[src/rtl/drac_reset_sequencer.sv]
// drac_reset_sequencer
//   Tile reset sequencer. Synchronises the board reset (reset_l) into spc_grst_l,
//   waits for a wake-up counter to reach its MSB, and then releases NUM_DOMAINS
//   reset domains in index order. The domains are spaced STAGGER cycles apart.
//   A soft reset drains outstanding memory traffic, with a timeout. It then holds
//   every domain in reset for HOLD_CYCLES cycles and re-runs the staggered
//   release. The wake counter is not re-run for a soft reset.
module drac_reset_sequencer #(
  parameter int NUM_DOMAINS     = 3,
  parameter int WAKE_CNT_W      = 16,
  parameter int STAGGER         = 4,
  parameter int SYNC_STAGES     = 2,
  parameter int HOLD_CYCLES     = 8,
  parameter int DRAIN_TIMEOUT_W = 12
) (
  input  logic                   clk_i,
  input  logic                   reset_l,
  output logic                   spc_grst_l,
  output logic [NUM_DOMAINS-1:0] rst_n_o,
  input  logic                   soft_rst_req_i,
  output logic                   soft_rst_ack_o,
  output logic                   drain_req_o,
  input  logic                   drain_idle_i,
  output logic                   timeout_o,
  output logic [2:0]             seq_state_o
);

  typedef enum logic [2:0] {
    ST_WAKE    = 3'd0,
    ST_RELEASE = 3'd1,
    ST_RUN     = 3'd2,
    ST_DRAIN   = 3'd3,
    ST_HOLD    = 3'd4
  } seq_state_e;

  localparam int STG_W  = (STAGGER > 1)     ? $clog2(STAGGER)     : 1;
  localparam int HOLD_W = (HOLD_CYCLES > 1) ? $clog2(HOLD_CYCLES) : 1;
  localparam int DOM_W  = (NUM_DOMAINS > 1) ? $clog2(NUM_DOMAINS) : 1;

  localparam logic [STG_W-1:0]  STG_LAST  = STG_W'(STAGGER - 1);
  localparam logic [HOLD_W-1:0] HOLD_LAST = HOLD_W'(HOLD_CYCLES - 1);
  localparam logic [DOM_W-1:0]  DOM_LAST  = DOM_W'(NUM_DOMAINS - 1);

  // Synchroniser chain for the deassertion of reset_l.
  logic [SYNC_STAGES-1:0] sync_q;

  // Sequencer state.
  seq_state_e                 state_q, state_d;
  logic [WAKE_CNT_W-1:0]      wake_cnt_q, wake_cnt_d;
  logic [STG_W-1:0]           stg_cnt_q, stg_cnt_d;
  logic [DOM_W-1:0]           dom_q, dom_d;       // next domain to release
  logic [HOLD_W-1:0]          hold_cnt_q, hold_cnt_d;
  logic [DRAIN_TIMEOUT_W-1:0] to_cnt_q, to_cnt_d;
  logic [NUM_DOMAINS-1:0]     rst_n_q, rst_n_d;
  logic                       drain_req_q, drain_req_d;
  logic                       ack_q, ack_d;
  logic                       timeout_q, timeout_d;
  logic                       pending_q, pending_d;  // soft request seen before RUN
  logic                       soft_seq_q, soft_seq_d; // current release follows a soft reset

  // Internal events that several states share.
  logic start_release;
  logic enter_run;
  logic enter_hold;

  // Reset assertion is asynchronous. Deassertion ripples through SYNC_STAGES flops.
  // NOTE: sequential state uses non-blocking assignments only. This keeps the
  // shift chain from collapsing into a single flop and avoids races with
  // readers in other processes.
  always_ff @(posedge clk_i or negedge reset_l) begin
    if (!reset_l) sync_q <= '0;
    else          sync_q <= {sync_q[SYNC_STAGES-2:0], 1'b1};
  end

  assign spc_grst_l = sync_q[SYNC_STAGES-1];

  // State register. Every flop returns to its reset value at once when reset_l drops.
  always_ff @(posedge clk_i or negedge reset_l) begin
    if (!reset_l) begin
      state_q     <= ST_WAKE;
      wake_cnt_q  <= '0;
      stg_cnt_q   <= '0;
      dom_q       <= '0;
      hold_cnt_q  <= '0;
      to_cnt_q    <= '0;
      rst_n_q     <= '0;
      drain_req_q <= 1'b0;
      ack_q       <= 1'b0;
      timeout_q   <= 1'b0;
      pending_q   <= 1'b0;
      soft_seq_q  <= 1'b0;
    end else begin
      state_q     <= state_d;
      wake_cnt_q  <= wake_cnt_d;
      stg_cnt_q   <= stg_cnt_d;
      dom_q       <= dom_d;
      hold_cnt_q  <= hold_cnt_d;
      to_cnt_q    <= to_cnt_d;
      rst_n_q     <= rst_n_d;
      drain_req_q <= drain_req_d;
      ack_q       <= ack_d;
      timeout_q   <= timeout_d;
      pending_q   <= pending_d;
      soft_seq_q  <= soft_seq_d;
    end
  end

  // Next-state logic and registered outputs for the sequencer.
  // NOTE: every variable gets a default before the case statement. A path
  // that left one unassigned would infer a latch.
  always_comb begin
    state_d       = state_q;
    wake_cnt_d    = wake_cnt_q;
    stg_cnt_d     = stg_cnt_q;
    dom_d         = dom_q;
    hold_cnt_d    = hold_cnt_q;
    to_cnt_d      = to_cnt_q;
    rst_n_d       = rst_n_q;
    drain_req_d   = 1'b0;
    ack_d         = 1'b0;
    timeout_d     = timeout_q;
    pending_d     = pending_q;
    soft_seq_d    = soft_seq_q;
    start_release = 1'b0;
    enter_run     = 1'b0;
    enter_hold    = 1'b0;

    unique case (state_q)
      ST_WAKE: begin
        if (soft_rst_req_i) pending_d = 1'b1;
        // The counter saturates at its MSB. Release starts on the edge that sets the MSB.
        if (spc_grst_l && !wake_cnt_q[WAKE_CNT_W-1]) begin
          wake_cnt_d = wake_cnt_q + 1'b1;
        end
        if (wake_cnt_d[WAKE_CNT_W-1]) start_release = 1'b1;
      end

      ST_RELEASE: begin
        if (soft_rst_req_i) pending_d = 1'b1;
        if (stg_cnt_q == STG_LAST) begin
          stg_cnt_d      = '0;
          rst_n_d[dom_q] = 1'b1;
          dom_d          = dom_q + 1'b1;
          if (dom_q == DOM_LAST) enter_run = 1'b1;
        end else begin
          stg_cnt_d = stg_cnt_q + 1'b1;
        end
      end

      ST_RUN: begin
        if (soft_rst_req_i || pending_q) begin
          state_d     = ST_DRAIN;
          drain_req_d = 1'b1;
          to_cnt_d    = '0;
          pending_d   = 1'b0;
          soft_seq_d  = 1'b1;
        end
      end

      ST_DRAIN: begin
        // Idle takes priority over a timeout that expires in the same cycle.
        if (drain_idle_i) begin
          timeout_d  = 1'b0;
          enter_hold = 1'b1;
        end else if (to_cnt_q == '1) begin
          timeout_d  = 1'b1;
          enter_hold = 1'b1;
        end else begin
          to_cnt_d    = to_cnt_q + 1'b1;
          drain_req_d = 1'b1;
        end
      end

      ST_HOLD: begin
        if (hold_cnt_q == HOLD_LAST) start_release = 1'b1;
        else                         hold_cnt_d = hold_cnt_q + 1'b1;
      end

      default: state_d = ST_WAKE;
    endcase

    // All domains drop on the same edge that drain_req_o drops.
    if (enter_hold) begin
      state_d    = ST_HOLD;
      rst_n_d    = '0;
      hold_cnt_d = '0;
    end

    // Domain 0 is released on the edge that enters RELEASE.
    if (start_release) begin
      rst_n_d    = '0;
      rst_n_d[0] = 1'b1;
      dom_d      = DOM_W'(1);
      stg_cnt_d  = '0;
      if (NUM_DOMAINS == 1) enter_run = 1'b1;
      else                  state_d   = ST_RELEASE;
    end

    // Completing a soft-reset sequence acknowledges it once.
    if (enter_run) begin
      state_d    = ST_RUN;
      ack_d      = soft_seq_q;
      soft_seq_d = 1'b0;
    end
  end

  assign rst_n_o        = rst_n_q;
  assign drain_req_o    = drain_req_q;
  assign soft_rst_ack_o = ack_q;
  assign timeout_o      = timeout_q;
  assign seq_state_o    = state_q;

endmodule

[config.mk]
export PLATFORM = sky130hd
export DESIGN_NAME = drac_reset_sequencer
export DESIGN_NICKNAME = d
export VERILOG_FILES = /design/src/rtl/drac_reset_sequencer.sv
export SDC_FILE = /design/constraint.sdc
export NUM_CORES = 1
export LEC_CHECK = 0
export ABC_AREA = 1
export BUFFER_PORTS_ARGS = -buffer_cell sky130_fd_sc_hd__buf_2
export CORE_MARGIN = 5
export CORE_UTILIZATION = 28
export DETAILED_ROUTE_END_ITERATION = 10
export HOLD_SLACK_MARGIN = 0.05
export PLACE_DENSITY = 0.48
export SLEW_MARGIN = 10
export SYNTH_ARGS = -nofsm -noshare
export SYNTH_HDL_FRONTEND = slang
export SYNTH_SLANG_ARGS = --single-unit
[constraint.sdc]
create_clock -name clk_i -period 1.6 [get_ports clk_i]
set_input_delay 0.08 -clock clk_i [delete_from_list [all_inputs] [get_ports clk_i]]
set_output_delay 0.08 -clock clk_i [all_outputs]
set_load 0.02 [all_outputs]
# [Word level (Yosys, flattened, before mapping)]
# Index checks and enable logic that the tools add are counted.
[word_totals] wordCells=112 latch_bits=0 mem_bits_rw=0 out_inout_bits=10 n_memories=0 ff_bits=48 input_bits=4 rom_bits=0
[classes] magnitude_cmp=2 n_eq_ne=16 mul=0 mux=48 n_div=0 n_bitwise=1 n_shift=0 reduce_logical=26 addsub=5
[ops] op="$mux 12" n=3
[ops] op="$mux 3" n=11
[ops] op="$mux 16" n=2
[ops] op="$pmux 12 s2" n=1
[ops] op="$mux 1" n=20
[ops] op="$add 16x1->16 const B" n=1
[ops] op="$reduce_bool 2->1" n=8
[ops] op="$reduce_and 2->1" n=7
[ops] op="$add 12x1->12 const B" n=1
[ops] op="$eq 12x12->1 const B" n=1
[ops] op="$mux 2" n=6
[ops] op="$ne 2x2->1 const B" n=5
[ops] op="$eq 3x2->1 const B" n=2
[ops] op="$eq 3x3->1 const B" n=2
[ops] op="$pmux 1 s2" n=3
[ops] op="$pmux 3 s2" n=1
[ops] op="$reduce_bool 3->1" n=2
[ops] op="$ne 5x5->1 const B" n=1
[ops] op="$add 2x1->2 const B" n=2
[ops] op="$eq 2x2->1 const B" n=2
[ops] op="$ne 4x1->1 const B" n=1
[ops] op="$reduce_and 4->1" n=1
[ops] op="$reduce_or 4->1" n=1
[ops] op="$add 3x1->3 const B" n=1
[ops] op="12 further kinds" n=13

# [Logic depth before layout (Yosys ltp)]
# Gate-level depths: netlist of the first run.
[logic_depth] ltp_word=9 ltp_mapped=10 mapped_depth_nobuf=10

# [Worst setup path before layout of the first run]
# Ideal clock, no wire load.
[synth_path] path_kind="flip-flop to flip-flop" start="register state_q[0], in the netlist seq_state_o[0]" end="register wake_cnt_q[10]" stages_incl_launch_ff=11 setup_time_ps=117 path_buffers=0 slack_ps=104 t_arrival_ps=1379 t_required_ps=1483 cell_sequence="dfrtp_1 -> nor2_4 -> nand2_1 -> inv_2 -> nand2_4 -> nor2_4 -> nand2_4 -> nor2_8 -> nand2_1 -> nand2_1 -> nand2_1"
[synth_between] elab_chain_len=3
[synth_rtl] element="start, declared" line="48" source="seq_state_e state_q, state_d;"
[synth_rtl] element="start signal, assigned" line="93" source="state_q <= state_d;"
[synth_rtl] element="$logic_not 3->1 (*)" line="128" source="unique case (state_q)"
[synth_rtl] element="$ne 2x2->1 (no source line)"
[synth_rtl] element="$reduce_and 2->1 (no source line) (*)"
[synth_rtl] element="end signal, assigned" line="94" source="wake_cnt_q <= wake_cnt_d;"
[synth_rtl] element="end, declared" line="49" source="logic [WAKE_CNT_W-1:0] wake_cnt_q, wake_cnt_d;"
# Every way passes the cells marked *; elsewhere a longest branch is shown, timed or not.
# A chain may end at the register's enable or synchronous reset.

# [Worst setup path in the final report of the first run]
[layout_path] start="register state_q[0], in the netlist seq_state_o[0]" end="register state_q[0], in the netlist seq_state_o[0]"
[layout_between] elab_chain_len=6
[layout_rtl] element="$eq 3x3->1, or another cell as far along" line="128"
[layout_rtl] element="$reduce_or 4->1 (no source line)"
[layout_rtl] element="$pmux 3 s2" line="128"
[layout_rtl] element="$mux 3" line="183" source="if (enter_hold) begin"
[layout_rtl] element="$mux 3" line="190" source="if (start_release) begin"
[layout_rtl] element="$mux 3" line="200" source="if (enter_run) begin"
# Parallel ways exist; a longest one is shown, timed or not.

==> impl_metrics.env, run 1 <==
export IMPL_drc_errors=0
export IMPL_port_buffers=13
export IMPL_h_tree_depth=2
export IMPL_reg2reg_to="seq_state_o[0]$_DFFE_PN0P_"
export IMPL_detail_route_antenna_nets=0
export IMPL_synth_fp_nets=332
export IMPL_grt_overflow_total=0
export IMPL_route_vias_total=2059
export IMPL_clock_skew_ps=10.75
export IMPL_antenna_cells=0
export IMPL_clk_path_buf_depth=2
export IMPL_timing_final_ws_setup_ps=122.5
export IMPL_end_kind="flop"
export IMPL_drive_above_1_share_pct=19.21
export IMPL_ys_seq_elements=48
export IMPL_grt_pass1_vias=2120
export IMPL_period_minus_slack_ps=1478
export IMPL_cp_slowest_cell="dfrtp_1"
export IMPL_syn_area_um2=2671
export IMPL_final_hold_viol_count=0
export IMPL_syn_to_final_growth_pct=16.72
export IMPL_fin_setup_tns_ps=0
export IMPL_vias_per_cell=4.263
export IMPL_power_total_uw=3944
export IMPL_cpPeakStageDelay_ps=440
export IMPL_cts_tree="yes"
export IMPL_post_place_ws_ps=68.59
export IMPL_grt_pass1_wl_mm=9.494
export IMPL_die_w_um=107.7
export IMPL_drtPass1Iterations=4
export IMPL_seq_area_frac_synth_pct=44.96
export IMPL_die_area_um2=11590
export IMPL_pwr_density_cell_nw_per_um2=1265
export IMPL_timing_critical_path_mode_cell="nand2_1"
export IMPL_path_class="reg2reg"
export IMPL_finalMaxSlewViolations=0
export IMPL_required_ps=1800
export IMPL_clock_root_buffer="clkbuf_8"
export IMPL_drtIter0Drc=67
export IMPL_avgRoutedWirePerCell_um=11.14
export IMPL_fin_hold_ws_ps=289.6
export IMPL_clkTransAtPathRegs_ps=90
export IMPL_final_setup_viol_count=0
export IMPL_place_hpwl_mm=4.111
export IMPL_clock_latency_ps=300
export IMPL_startpoint_type="flop"
export IMPL_final_cell_mix="80 x nand2_1, 47 x dfrtp_1, 39 x inv_1"
export IMPL_cpLargestDelayFamily="flip-flops"
export IMPL_drt_total_wl_mm=5.383
export IMPL_path_cells="buf_4 -> nand2_1 -> nor2_1 -> buf_4 -> a21oi_1 -> nand2_1 -> a21oi_1 -> nand2_1"
export IMPL_outcome="complete, no violations"
export IMPL_r2r_setup_slack_ps=120
export IMPL_clock_sinks=48
export IMPL_drv_cap=0
export IMPL_cp_data_arrival_time_ps=1680
export IMPL_reg2reg_from="seq_state_o[0]$_DFFE_PN0P_"
export IMPL_floorplan_initialDensity_pct=28.77
export IMPL_min_path_type="in2async"
export IMPL_layout_commonest_cell="nand2_1"
export IMPL_fmax_mhz=676.8
export IMPL_fp_dieH_um=107.7
export IMPL_relSlewSlack_pct=63.30
export IMPL_worst_r2r_path_depth=8
export IMPL_grt_usage_pct=10.24
export IMPL_avgSynthCellArea_um2=8.348
export IMPL_path_buf_inv=2
export IMPL_worst_pin_slew_ps=550.5
export IMPL_rsz0062_at_grt="false"
export IMPL_critPathMaxFanout=4
export IMPL_grt_start_max_net_pins=29
export IMPL_io_pins=14
export IMPL_min_period_over_period_pct=92.35
export IMPL_synth_cell_type_count=31
export IMPL_power_leakage_uw=0.001558
export IMPL_postSynthCellCount=320
export IMPL_final_area_um2=3118
export IMPL_cts_inserted_buffers=5
export IMPL_finalNetCount=366
export IMPL_gp_congestion=0.7946
export IMPL_num_rows=35
export IMPL_grt_antenna_before_repair=0
export IMPL_core_area_um2=9284
export IMPL_dpl_cell_area_um2=2975
export IMPL_vdd_drop_max_v=0.0006786
export IMPL_yosys_warnings=0
[stage by stage]
step / utilization, % / cells
5_1_grt: 33.58 / 483
4_1_cts: 33.41 / 482
6_report: 33.58 / 483
2_1_floorplan: - / 320
3_5_place_dp: 32.05 / 472
3_3_place_gp: 32.05 / 472
[state kept, by name, summed over array words and instances, names as in the netlist]
name / flops
pending_q: 1
soft_seq_q: 1
timeout_o: 1
dom_q: 2
seq_state_o: 3
sync_q: 2
stg_cnt_q: 2
soft_rst_ack_o: 1
hold_cnt_q: 3
wake_cnt_q: 16
drain_req_o: 1
to_cnt_q: 12
rst_n_o: 3
[repair_timing]
item	CTS	global route
setup buffers	0	1
hold endpoints to repair	22	0
endpoints found under the setup margin	0	12
hold buffers	3	0
resized for setup	0	4
[how the worst max path moves through the flow]
stage	slack [ps]	from	to	depth (start not counted)
2_1_floorplan	100	seq_state_o[0]$_DFFE_PN0P_	wake_cnt_q[10]$_DFFE_PN0P_	10
3_5_place_dp	70	to_cnt_q[1]$_DFFE_PN0P_	seq_state_o[0]$_DFFE_PN0P_	9
6_report	120	seq_state_o[0]$_DFFE_PN0P_	seq_state_o[0]$_DFFE_PN0P_	8
4_1_cts	60	to_cnt_q[1]$_DFFE_PN0P_	seq_state_o[0]$_DFFE_PN0P_	9
3_3_place_gp	90	seq_state_o[1]$_DFFE_PN0P_	wake_cnt_q[10]$_DFFE_PN0P_	10
5_1_grt	5	wake_cnt_q[5]$_DFFE_PN0P_	rst_n_o[2]$_DFFE_PN0P_	9
[power breakdown]
group          internal, uW  total, uW  leakage [uW]  switching (uW)
logic                   550       1470      0.000879             919
clock network           386        798     0.0000503             412
registers              1470       1680      0.000629             210
total                  2400       3940       0.00156            1540
[logic make-up (layout without fill, tap and decap cells)]
logic type / count (synthesis) / in the layout / synth area share (%)
and+or+nand+nor: 178 / 178 / 32.97
xor gates and xnor gates: 17 / 17 / 5.855
adders and majority gates: 8 / 8 / 3.747
DFF: 48 / 48 / 44.96
other: 1 / 1 / 0.1404
buffers and inverters: 44 / 78 / 7.026
AOI/OAI and AO/OA: 24 / 24 / 5.293
[Yosys cell counts, drive strengths merged]
cell type,count,area share [%]
inv,42,6.1
nand2,89,14
a21oi,9,1.7
nand3b,6,1.7
a21o,1,0.28
buf,2,0.94
ha,8,3.7
o21ai,14,3.3
dfrtp,48,45
nand3,27,5.7
nor2,37,7.0
nand4,10,2.3
conb,1,0.14
xor2,12,4.2
nor3,5,1.1
xnor2,5,1.6
or2,4,0.94
[metal layers]
metal  global-route usage (%)  part of all wire, %
met5                        0                    0
met1                    12.80                   48
met2                    16.83                   46
met3                    2.220                  2.9
met4                    4.689                  2.6
[final cells by class]
type | count | area, um^2
fill | 1007 | 6166
multi-input combinational | 228 | 1287
sequential | 48 | 1202
timing repair buffer | 29 | 205.2
inverter | 42 | 165.2
tap | 129 | 161.4
clock buffer | 7 | 96.34
No activity file was read; power rests on OpenSTA's default activity.
==> inputs of run 2 (changes only) <==
- CORE_ASPECT_RATIO: not set -> 2
==> impl_metrics.env, run 2 (synthesis gave the netlist of run 1 again) <==
export IMPL_outcome="complete, no violations"
export IMPL_final_cell_mix="80 x nand2_1, 45 x dfrtp_1, 39 x inv_1"
export IMPL_grt_antenna_before_repair=0
export IMPL_dp_cells=444
export IMPL_fp_dieH_um=148.1
export IMPL_die_area_um2=11710
export IMPL_power_leakage_uw=0.001572
export IMPL_holdPathStages=3
export IMPL_core_area_um2=9384
export IMPL_regMostFlops="wake_cnt_q"
export IMPL_h_tree_depth=2
export IMPL_timing_final_ws_setup_ps=108.4
export IMPL_drc_errors=0
export IMPL_grt_pass1_wl_mm=9.936
export IMPL_final_area_um2=3144
export IMPL_required_ps=1780
export IMPL_fin_hold_ws_ps=67.03
export IMPL_gp_congestion=0.8093
export IMPL_cts_inserted_buffers=5
export IMPL_vdd_drop_max_v=0.0005271
export IMPL_avgRoutedWirePerCell_um=12.91
export IMPL_fmax_mhz=670.4
export IMPL_clock_root_buffer="clkbuf_16"
export IMPL_finalNetCount=365
export IMPL_largest_reg_flops=16
export IMPL_dpl_cell_area_um2=2922
export IMPL_drv_cap=0
export IMPL_clock_latency_ps=290
export IMPL_multi_input_comb_area_um2=1303
export IMPL_fillers=977
export IMPL_startpoint_type="flop"
export IMPL_cp_data_arrival_time_ps=1670
export IMPL_detail_route_antenna_nets=0
export IMPL_final_setup_viol_count=0
export IMPL_cts_tree="yes"
export IMPL_seq_area_um2=1205
export IMPL_grt_pass1_vias=2128
export IMPL_floorplan_initialDensity_pct=28.47
export IMPL_grt_start_max_net_pins=35
export IMPL_grt_overflow_total=0
export IMPL_clock_sinks=48
export IMPL_grt_usage_pct=10.83
export IMPL_io_pins=14
export IMPL_min_period_over_period_pct=93.22
export IMPL_drtPass1Iterations=4
export IMPL_min_from="soft_rst_req_i"
export IMPL_fin_util_pct=33.51
export IMPL_final_hold_viol_count=0
export IMPL_pwr_density_cell_nw_per_um2=1352
export IMPL_reg_largest_list="wake_cnt_q x16, to_cnt_q x12"
export IMPL_critPathMaxFanout=7
export IMPL_syn_to_final_growth_pct=17.71
export IMPL_layout_commonest_cell="nand2_1"
export IMPL_end_kind="flop"
export IMPL_clk_path_buf_depth=2
export IMPL_clock_skew_ps=4.453
export IMPL_critPathLaunch="seq_state_o[1]$_DFFE_PN0P_"
export IMPL_post_place_ws_ps=23.13
export IMPL_antenna_cells=0
export IMPL_drt_total_wl_mm=5.913
export IMPL_drtIter0Drc=46
export IMPL_drive_above_1_share_pct=19.49
export IMPL_route_vias_total=2101
export IMPL_die_w_um=79.07
export IMPL_instances_no_fill=458
export IMPL_min_path_type="in2reg"
export IMPL_worst_r2r_path_depth=10
export IMPL_num_rows=50
export IMPL_clkTransAtPathRegs_ps=60
export IMPL_reg2reg_from="seq_state_o[1]$_DFFE_PN0P_"
export IMPL_path_class="reg2reg"
export IMPL_port_buffers=13
export IMPL_vias_per_cell=4.587
export IMPL_finalMaxSlewViolations=0
export IMPL_place_hpwl_mm=4.616
export IMPL_period_minus_slack_ps=1492
-- run 2: cell count changes in the layout (fill, tap and decap cells not counted) --
cell	previous run	this run
clkbuf_1	0	2
clkbuf_16	0	5
clkbuf_8	7	1
dfrtp_1	47	45
dfrtp_2	1	3
dlygate4sd3_1	3	2
ha_2	1	0
ha_4	0	1
nor2_2	4	3
nor2_4	3	4
-- run 2: final cells by class --
type	instances	area share [%]
Multi-Input combinational cell	228	41.42
Sequential cell	48	38.32
Clock buffer	8	4.656
Tap cell	104	4.138
Inverter	42	5.253
Timing Repair Buffer	28	6.208
-- run 2: metrics by stage --
stage	setup TNS, ps	power, uW
after global placement	0	3108
after global routing	-2.510	4598
after detailed placement	0	3117
after CTS	0	4221
final	0	4251
after floorplan	0	2755
-- run 2: worst max-delay path, cell delays in order (launching register included) --
cell and delay [ps]:
dfrtp_2 440, nor2_4 160, nand2_1 80, inv_2 70
nand2_4 90, nor2_4 180, nand2_4 90, nor2_8 110
nand2_1 60, nand2_1 50, nand2_1 40
-- run 2: timing repair --
action | CTS | global route
setup endpoints to repair | 0 | 19
resized for setup | 0 | 8
buffers inserted | 0 | 4
hold endpoints to repair | 15 | 0
hold buffers | 2 | 0
-- run 2: where the power goes --
| group | switching (uW) | total (uW) | internal (uW) |
|---|---|---|---|
| clock network | 441 | 1070 | 624 |
| logic | 936 | 1500 | 562 |
| registers | 214 | 1690 | 1470 |
| total | 1590 | 4250 | 2660 |
-- run 2: final timing paths --
kind	end	slack (ps)
worst max-delay path	wake_cnt_q[10]$_DFFE_PN0P_	110
worst min-delay path	pending_q$_DFFE_PN0P_	70
worst max register to register	wake_cnt_q[10]$_DFFE_PN0P_	110
worst min register to register	sync_q[1]$_DFF_PN0_	350
max in group asynchronous	seq_state_o[2]$_DFFE_PN0P_	820
min in group asynchronous	stg_cnt_q[0]$_DFFE_PN0P_	240
-- run 2: metal layers --
layer / vias up / track usage, % / wire length (um) / part of all wire [%]
met2: 21 / 21.45 / 3408 / 58
met1: 995 / 10.55 / 2230 / 38
met5: - / 0 / 0 / 0
met4: 0 / 4.045 / 126 / 2.1
met3: 9 / 2.242 / 148 / 2.5
li1: 1076 / - / - / -
==> inputs of run 3 (changes only) <==
- ABC_AREA: 1 -> not set
==> impl_metrics.env, run 3 <==
export IMPL_fillers=797
export IMPL_drtPass1Iterations=4
export IMPL_drc_errors=0
export IMPL_syn_to_final_growth_pct=33.69
export IMPL_finalNetCount=287
export IMPL_seq_area_um2=1205
export IMPL_startpoint_type="flop"
export IMPL_finalMaxSlewViolations=0
export IMPL_grt_pass1_vias=1840
export IMPL_ys_top_cells_by_count="48 x dfrtp_1, 23 x nor2_1, 18 x nand2_1, 13 x xnor2_1"
export IMPL_synth_fp_nets=227
export IMPL_synth_simple_area_share_pct=23.01
export IMPL_cts_tree="yes"
export IMPL_synth_cell_type_count=42
export IMPL_path_class="reg2reg"
export IMPL_synth_compound_area_share_pct=7.101
export IMPL_route_vias_total=1786
export IMPL_clock_skew_ps=6.947
export IMPL_dr_wl_met2_mm=3.077
export IMPL_syn_area_um2=2343
export IMPL_ys_flop_type="dfrtp_1"
export IMPL_required_ps=1780
export IMPL_detail_route_antenna_nets=0
export IMPL_synthAdderAreaFrac_pct=4.271
export IMPL_antenna_cells=0
export IMPL_path_cells="ha_1 -> ha_1 -> nand2_1 -> o21ai_2 -> o32a_1 -> o31ai_2 -> a311o_1"
export IMPL_async_reset_ff_share_pct=100.0
export IMPL_layout_commonest_cell="dfrtp_1"
export IMPL_grt_usage_pct=11.57
export IMPL_clkTransAtPathRegs_ps=70
export IMPL_num_rows=47
export IMPL_avgRoutedWirePerCell_um=14.57
export IMPL_grt_antenna_before_repair=0
export IMPL_fin_hold_ws_ps=154.9
export IMPL_yosys_area_top_type="dfrtp_1"
export IMPL_min_path_type="in2reg"
export IMPL_final_setup_viol_count=2
export IMPL_synth_edf_count=0
export IMPL_avgSynthCellArea_um2=10.90
export IMPL_end_kind="flop"
export IMPL_synth_top_family_by_area="simple AND/OR/NAND/NOR gates"
export IMPL_seq_area_frac_synth_pct=51.25
export IMPL_ys_seq_elements=48
export IMPL_drt_total_wl_mm=5.449
export IMPL_timing_final_ws_setup_ps=-29.62
export IMPL_core_area_um2=8233
export IMPL_die_w_um=74.69
export IMPL_yosysMostFrequentCell="dfrtp_1"
export IMPL_postSynthCellCount=215
export IMPL_floorplan_initialDensity_pct=28.47
export IMPL_final_hold_viol_count=0
export IMPL_grt_pass1_wl_mm=9.073
export IMPL_io_pins=14
export IMPL_h_tree_depth=2
export IMPL_reg_largest_list="wake_cnt_q x16, to_cnt_q x12"
export IMPL_place_hpwl_mm=4.089
export IMPL_largest_reg_flops=16
export IMPL_final_cell_mix="45 x dfrtp_1, 36 x buf_4, 20 x nor2_1"
export IMPL_clock_latency_ps=290
export IMPL_fmax_mhz=613.6
export IMPL_rsz0062_at_grt="true"
export IMPL_grt_start_max_net_pins=23
export IMPL_timing_critical_path_mode_cell="ha_1"
export IMPL_clock_sinks=48
export IMPL_instances_no_fill=374
export IMPL_grt_overflow_total=0
export IMPL_min_period_over_period_pct=101.9
export IMPL_cts_inserted_buffers=5
export IMPL_wl_met3_um=174
export IMPL_cpLargestDelayFamily="compound AO/OA/AOI/OAI gates"
export IMPL_port_buffers=13
export IMPL_wl_met1_mm=2.004
export IMPL_clk_path_buf_depth=2
export IMPL_synth_xor_area_share_pct=8.970
export IMPL_pwr_density_cell_nw_per_um2=1360
export IMPL_clock_root_buffer="clkbuf_16"
export IMPL_path_buf_inv=0
export IMPL_drtIter0Drc=67
export IMPL_drive_above_1_share_pct=38.77
export IMPL_drv_cap=0
export IMPL_cp_slowest_cell="dfrtp_1"
export IMPL_cpPeakStageDelay_ps=350
export IMPL_vias_per_cell=4.775
export IMPL_multi_input_comb_area_um2=1181
export IMPL_cp_data_arrival_time_ps=1800
export IMPL_synthMuxAreaShare_pct=2.189
export IMPL_routed_top_layer="met4"
export IMPL_power_leakage_uw=0.001513
export IMPL_synth_area_leaders="dfrtp_1 51%, xnor2_1 4.9%, ha_1 4.3%, xor2_1 4.1%, nor2_1 3.7%"
export IMPL_outcome="complete, but fails checks"
export IMPL_gp_congestion=0.8046
export IMPL_dp_cells=357
export IMPL_critPathMaxFanout=3
export IMPL_period_minus_slack_ps=1630
export IMPL_fp_dieH_um=139.4
export IMPL_die_area_um2=10410
export IMPL_violations="negative setup slack"
export IMPL_yosys_warnings=0
export IMPL_vdd_drop_max_v=0.0004834
export IMPL_regMostFlops="wake_cnt_q"
export IMPL_synth_top_cell_area_share_pct=51.25
run 3: cell types whose count changed after synthesis, sizes merged, moves of 4 or more:
cell	delta
and3	+8
inv	-37
nand3b	-6
o21ai	-5
buf	+4
xnor2	+8
nor2	-13
and4	+6
nand3	-16
mux2i	+4
nand2	-71
run 3: routing by layer:
metal	vias up	global-route usage (%)
met5	-	0
met4	0	6.191
met3	13	2.455
met2	22	20.32
met1	890	12.32
li1	861	-
run 3: timing repair:
item | in CTS | in global routing
resized for setup | 9 | 31
endpoints found under the setup margin | 17 | 31
hold endpoints to repair | 33 | 0
hold buffers | 2 | 0
pin swaps | 3 | 6
buffers inserted | 2 | 4
cloned | 0 | 1
run 3: path summary, 6_finish.rpt:
check                                           from                          to  slack, ps  cells past startpoint
max                        hold_cnt_q[0]$_DFFE_PN0P_  seq_state_o[1]$_DFFE_PN0P_        -30                      7
min                                   soft_rst_req_i       pending_q$_DFFE_PN0P_        150                      3
max reg2reg                hold_cnt_q[0]$_DFFE_PN0P_  seq_state_o[1]$_DFFE_PN0P_        -30                      7
min reg2reg                      sync_q[0]$_DFF_PN0_         sync_q[1]$_DFF_PN0_        350                      0
max in group asynchronous                    reset_l    to_cnt_q[11]$_DFFE_PN0P_        850                      3
min in group asynchronous                    reset_l       drain_req_o$_DFF_PN0_        210                      2
run 3: cell type report:
type,instances,area share (%)
repair buffers,60,14.66
inverters,5,0.6789
well taps,98,3.914
clock inverters,3,0.5990
flip-flops and latches,48,38.46
multi-input cells,155,37.70
clock buffers,5,3.994
run 3: cells by family after synthesis:
logic type,Yosys count
buffers and inverters,12
AOI/OAI and AO/OA,27
muxes,5
adders and majority gates,8
and+or+nand+nor,90
xor gates and xnor gates,24
DFF,48
other,1
run 3: per-stage QoR:
step           TNS (ps)  setup WS [ps]  cell area (um^2)  total power [uW]  utilization (%)
6_report         -32.14         -29.62              3133              4260            38.05
5_1_grt          -865.3         -117.8              3133              4573            38.05
4_1_cts          -91.83         -49.12              2989              4197            36.31
3_5_place_dp     -440.3         -74.38              2784              3084            33.81
3_3_place_gp     -270.2         -54.45              2784              3056            33.81
2_1_floorplan    -92.11         -39.68              2357              2502                -
run 3: worst reg2reg max path: stages, from the launching register on:
cell     delay, ps
dfrtp_1        350
ha_1           150
ha_1           210
nand2_1         90
o21ai_2        120
o32a_1         190
o31ai_2         60
a311o_1        340
run 3: power by group:
group          leakage (uW)  internal, uW  switching (uW)
sequential         0.000625          1490             202
combinational      0.000815           749             769
clock             0.0000736           577             473
